===== config.mk =====
export PLATFORM = sky130hd
export DESIGN_NAME = tex_wrap_sched
export DESIGN_NICKNAME = d
export VERILOG_FILES = /design/src/rtl/tex_wrap_sched.sv
export SDC_FILE = /design/constraint.sdc
export NUM_CORES = 1
export LEC_CHECK = 0
export ABC_AREA = 1
export CAP_MARGIN = 20
export CORE_ASPECT_RATIO = 0.5
export CORE_MARGIN = 3
export CORE_UTILIZATION = 48
export CTS_BUF_LIST = sky130_fd_sc_hd__clkbuf_4 sky130_fd_sc_hd__clkbuf_8
export DETAILED_ROUTE_END_ITERATION = 6
export DONT_BUFFER_PORTS = 1
export GPL_TIMING_DRIVEN = 0
export PLACE_DENSITY = 0.7
export SLEW_MARGIN = 20
export SYNTH_ARGS = -nofsm -noshare
export SYNTH_HDL_FRONTEND = slang
export SYNTH_SLANG_ARGS = --single-unit

===== constraint.sdc =====
create_clock -name clk -period 5.45 [get_ports clk]
set_input_delay 0.8175 -clock clk [delete_from_list [all_inputs] [get_ports clk]]
set_output_delay 0.8175 -clock clk [all_outputs]
set_load 0.1 [all_outputs]

===== src/rtl/tex_wrap_sched.sv =====
// Serial texture-coordinate wrap scheduler: one shared U and V wrap unit walks every
// (lane, tap) of a buffered request and presents the whole result as one response.
module tex_wrap_sched #(
    parameter int NUM_LANES = 4,
    parameter int FXD_BITS  = 32,
    parameter int FXD_FRAC  = 20,
    parameter int WRAP_BITS = 2,
    parameter int TAG_W     = 8
) (
    input  logic                          clk,
    input  logic                          reset_n,
    input  logic                          req_valid,
    output logic                          req_ready,
    input  logic [WRAP_BITS-1:0]          req_wrap_u,
    input  logic [WRAP_BITS-1:0]          req_wrap_v,
    input  logic                          req_filter,
    input  logic [NUM_LANES*FXD_BITS-1:0] req_u,
    input  logic [NUM_LANES*FXD_BITS-1:0] req_v,
    input  logic [FXD_BITS-1:0]           req_du,
    input  logic [FXD_BITS-1:0]           req_dv,
    input  logic [TAG_W-1:0]              req_tag,
    output logic                          rsp_valid,
    input  logic                          rsp_ready,
    output logic [NUM_LANES*FXD_FRAC-1:0] rsp_u0,
    output logic [NUM_LANES*FXD_FRAC-1:0] rsp_v0,
    output logic [NUM_LANES*FXD_FRAC-1:0] rsp_u1,
    output logic [NUM_LANES*FXD_FRAC-1:0] rsp_v1,
    output logic [TAG_W-1:0]              rsp_tag,
    output logic                          busy,
    output logic [1:0]                    fsm_state
);

    localparam logic [1:0] ST_IDLE = 2'd0;
    localparam logic [1:0] ST_WRAP = 2'd1;
    localparam logic [1:0] ST_OUT  = 2'd2;

    localparam int LANE_W = (NUM_LANES > 1) ? $clog2(NUM_LANES) : 1;
    localparam logic [LANE_W-1:0]    LAST_LANE   = LANE_W'(NUM_LANES - 1);
    localparam logic [WRAP_BITS-1:0] MODE_CLAMP  = WRAP_BITS'(0);
    localparam logic [WRAP_BITS-1:0] MODE_MIRROR = WRAP_BITS'(2);

    logic [1:0]                    state;
    logic [LANE_W-1:0]             lane;
    logic                          tap;
    logic [WRAP_BITS-1:0]          mode_u;
    logic [WRAP_BITS-1:0]          mode_v;
    logic                          filter_q;
    logic [NUM_LANES*FXD_BITS-1:0] u_q;
    logic [NUM_LANES*FXD_BITS-1:0] v_q;
    logic [FXD_BITS-1:0]           du_q;
    logic [FXD_BITS-1:0]           dv_q;

    int                  lane_idx;
    logic [FXD_BITS-1:0] base_u;
    logic [FXD_BITS-1:0] base_v;
    logic [FXD_BITS-1:0] coord_u;
    logic [FXD_BITS-1:0] coord_v;
    logic [FXD_FRAC-1:0] wrapped_u;
    logic [FXD_FRAC-1:0] wrapped_v;
    logic                last_step;

    // Mode 3 (and any unlisted encoding) falls through to REPEAT.
    function automatic logic [FXD_FRAC-1:0] wrap_coord(
        input logic [WRAP_BITS-1:0] mode,
        input logic [FXD_BITS-1:0]  x
    );
        logic [FXD_FRAC-1:0] frac;
        frac = x[FXD_FRAC-1:0];
        if (mode == MODE_CLAMP) begin
            if (x[FXD_BITS-1])
                wrap_coord = '0;
            else if (|x[FXD_BITS-2:FXD_FRAC])
                wrap_coord = '1;
            else
                wrap_coord = frac;
        end else if (mode == MODE_MIRROR) begin
            wrap_coord = frac ^ {FXD_FRAC{x[FXD_FRAC]}};
        end else begin
            wrap_coord = frac;
        end
    endfunction

    always_comb begin
        lane_idx  = int'(lane);
        base_u    = u_q[lane_idx*FXD_BITS +: FXD_BITS];
        base_v    = v_q[lane_idx*FXD_BITS +: FXD_BITS];
        coord_u   = tap ? (base_u + du_q) : base_u;
        coord_v   = tap ? (base_v + dv_q) : base_v;
        wrapped_u = wrap_coord(mode_u, coord_u);
        wrapped_v = wrap_coord(mode_v, coord_v);
        last_step = (lane == LAST_LANE) && (tap || !filter_q);
    end

    // Both ports use plain valid/ready: a transfer happens on a rising clock edge where
    // valid and ready are both high; the producer holds valid and data stable until then.
    assign req_ready = (state == ST_IDLE);
    assign rsp_valid = (state == ST_OUT);
    assign busy      = (state != ST_IDLE);
    assign fsm_state = state;

    always_ff @(posedge clk or negedge reset_n) begin
        if (!reset_n) begin
            state    <= ST_IDLE;
            lane     <= '0;
            tap      <= 1'b0;
            mode_u   <= '0;
            mode_v   <= '0;
            filter_q <= 1'b0;
            u_q      <= '0;
            v_q      <= '0;
            du_q     <= '0;
            dv_q     <= '0;
            rsp_u0   <= '0;
            rsp_v0   <= '0;
            rsp_u1   <= '0;
            rsp_v1   <= '0;
            rsp_tag  <= '0;
        end else begin
            case (state)
                ST_IDLE: begin
                    if (req_valid) begin
                        mode_u   <= req_wrap_u;
                        mode_v   <= req_wrap_v;
                        filter_q <= req_filter;
                        u_q      <= req_u;
                        v_q      <= req_v;
                        du_q     <= req_du;
                        dv_q     <= req_dv;
                        rsp_tag  <= req_tag;
                        lane     <= '0;
                        tap      <= 1'b0;
                        state    <= ST_WRAP;
                    end
                end
                ST_WRAP: begin
                    // Point mode mirrors tap 0 into the tap-1 slots.
                    if (!tap) begin
                        rsp_u0[lane_idx*FXD_FRAC +: FXD_FRAC] <= wrapped_u;
                        rsp_v0[lane_idx*FXD_FRAC +: FXD_FRAC] <= wrapped_v;
                        if (!filter_q) begin
                            rsp_u1[lane_idx*FXD_FRAC +: FXD_FRAC] <= wrapped_u;
                            rsp_v1[lane_idx*FXD_FRAC +: FXD_FRAC] <= wrapped_v;
                        end
                    end else begin
                        rsp_u1[lane_idx*FXD_FRAC +: FXD_FRAC] <= wrapped_u;
                        rsp_v1[lane_idx*FXD_FRAC +: FXD_FRAC] <= wrapped_v;
                    end
                    if (last_step) begin
                        state <= ST_OUT;
                    end else if (filter_q && !tap) begin
                        tap <= 1'b1;
                    end else begin
                        tap  <= 1'b0;
                        lane <= lane + LANE_W'(1);
                    end
                end
                ST_OUT: begin
                    if (rsp_ready)
                        state <= ST_IDLE;
                end
                default: state <= ST_IDLE;
            endcase
        end
    end

endmodule


==> impl_metrics.yaml <==
grt:
  grt_pass1_vias: 32835
  met1_usage: 0.517
  grt_start_max_net_pins: 659
  grt_pass1_wl_mm: 223
  overflow: 0
  grt_busiest_layer: "met2"
  antenna_found_initial: 16
  met3_usage: 0.0790
  grt_usage: 0.373
  met2_usage: 0.584
outcome:
  violations: "negative hold slack, max-slew violations"
  status: "finished with violations"
sta:
  period_share: 0.977
  fin_crit_ns: 5.33
  setup_slack_ns: 0.125
  fmax_mhz: 188
  worst_clock_skew_ns: 0.0449
  worst_pin_slew_ns: 1.97
  setup_viol: 0
  holdWs_ns: -0.261
  slew_viol_final: 302
  hold_violations: 183
  slew_headroom: -0.315
clock_network:
  clk_pin_slew_ns: 0.08
  clk_latency_ns: 0.78
  cts.path.max_buffers: 3
  cts_sinks: 658
  htreeDepth: 3
  clock-root-buffer: "clkbuf_8"
  cts_made_buffers: 92
  cts_tree: "done"
detailed_routing:
  totalWireLength_mm: 155
  drcViolationCount: 0
  drtIter0Drc: 3918
  firstDrtPassIters: 6
  vias: 34478
  ant_nets: 0
  wl_per_cell_um: 26.2
  via_per_inst: 5.84
logic_synthesis:
  synth.area.top_cells: "dfrtp_1, nand2_1, mux2_2"
  synth_ff_type: "dfrtp_1"
  synth-seq-cells: 658
  syn_nets: 5110
  synth.cell_area_sq_mm: 0.0371
  yosysMostFrequentCell: "nand2_1"
  yosysTopAreaCell: "dfrtp_1"
  ys_warn_count: 0
  avgSynthCellArea_sq_um: 7.88
  synth_top_area_share: 0.444
  yosysSeqAreaShare: 0.444
  async_reset_ff_frac: 1.00
  syn_inst: 4703
  synth_common_cells: "nand2_1, dfrtp_1, nand3_1"
  yosysUniqueCellTypes: 51
  synth_edf_count: 0
hold_path:
  hold_class: "primary input to async pin"
die:
  core_area_sq_mm: 0.0758
  std_cell_rows: 71
  start_util: 0.489
  fp.dieW_um: 399
  die_area_sq_mm: 0.0808
  die-height_um: 202
  ioPinCount: 670
placed_design:
  dpl_cell_area_sq_mm: 0.0384
  io_buffers: 0
  place_ws_ns: -0.595
  dpl.hpwl_mm: 122
  gp_congestion: 0.991
critical_path:
  cp.depth: 32
  slowest_stage: "dfrtp_2"
  r2r-start: "lane[1]"
  arrival_ns: 6.01
  r2r_cells: 32
  critPathBufInv: 9
  path_class: "flop to flop"
  cp.required_ns: 6.13
  crit_start: "lane[1]"
  critPathLaunchType: "flop"
  critical_path_peak_fanout: 10
  cpPeakStageDelay_ns: 0.52
  cp_top_family: "simple AND/OR/NAND/NOR gates"
  crit_path_end_kind: "flop"
cells_and_area:
  fillers: 7230
  finalInstanceArea_sq_mm: 0.0410
  postLayoutCoreUtil: 0.541
  layout.nets: 5210
  drive_above_1_share: 0.166
  syn2layout_area_growth_pct: 10.5
run:
  drv_cap: 0
through the flow:
step / cells / TNS (ns)
4_1_cts: 5896 / -0.0387
2_1_floorplan: 4703 / 0
3_5_place_dp: 5727 / -100.24
3_3_place_gp: 5725 / -86.70
6_report: 5907 / 0
5_1_grt: 5905 / -0.00851
area by class of cell:
class,instances,area [sq um],area share
multi-input combinational,3468,18500,0.452
clock inverter,24,233,0.00568
buffer,250,1330,0.0324
timing repair buffer,10,116,0.00284
tap,1022,1280,0.0312
clock buffer,142,1780,0.0434
inverter,323,1210,0.0296
antenna,10,25.0,0.000611
sequential,658,16500,0.402
placed cells by master (no fill, tap or decap), types with 94 or more instances in the layout:
master and n:
dfrtp_1 656, inv_1 308, nand4_1 94, o21ai_0 103
nor2_1 149, clkbuf_8 114, nand2_1 1751, nand3_1 576
mux2_2 311, clkbuf_1 120
routing by layer:
| layer | up-vias | part of all wire | wire length (um) |
|---|---|---|---|
| met1 | 17035 | 0.43 | 66500 |
| met4 | 6 | 0.036 | 5620 |
| met5 | - | 0.00022 | 34 |
| met2 | 1656 | 0.45 | 69400 |
| li1 | 15466 | - | - |
| met3 | 315 | 0.085 | 13200 |
registers in the layout, indices dropped and copies added (netlist names):
name       count
dv_q          32
mode_u         2
rsp_tag        8
rsp_v0        80
v_q          128
u_q          128
rsp_v1        80
rsp_u0        80
filter_q       1
tap            1
rsp_u1        80
fsm_state      2
mode_v         2
lane           2
du_q          32
repair_timing:
| action | in CTS | in global routing |
|---|---|---|
| resized for setup | 47 | 106 |
| endpoints found under the hold margin | 658 | 658 |
| setup endpoints to repair | 320 | 319 |
| pin swaps | 2 | 5 |
| gates cloned | 0 | 0 |
| setup buffers | 4 | 4 |
worst paths after layout:
| path | to | slack (ns) |
|---|---|---|
| min in group clk | fsm_state[1] | 0.15 |
| setup / recovery | rsp_v0[12] | 0.12 |
| setup reg to reg | rsp_v0[12] | 0.12 |
| max in group asynchronous | v_q[84] | 4.14 |
| hold reg to reg | v_q[62] | 0.50 |
| hold / removal | rsp_u1[34] | -0.26 |
kinds of logic after synthesis:
logic type      count (synthesis)  synth area share
compound gates                276            0.0414
xor+xnor                       41           0.00969
fa+ha+maj                      70            0.0240
buf+inv                       577            0.0666
flops                         658             0.444
mux                           311            0.0945
simple gates                 2770             0.319
Power is not shown: default switching activity piles up to over one toggle a cycle in this logic, so the estimate is an artifact.
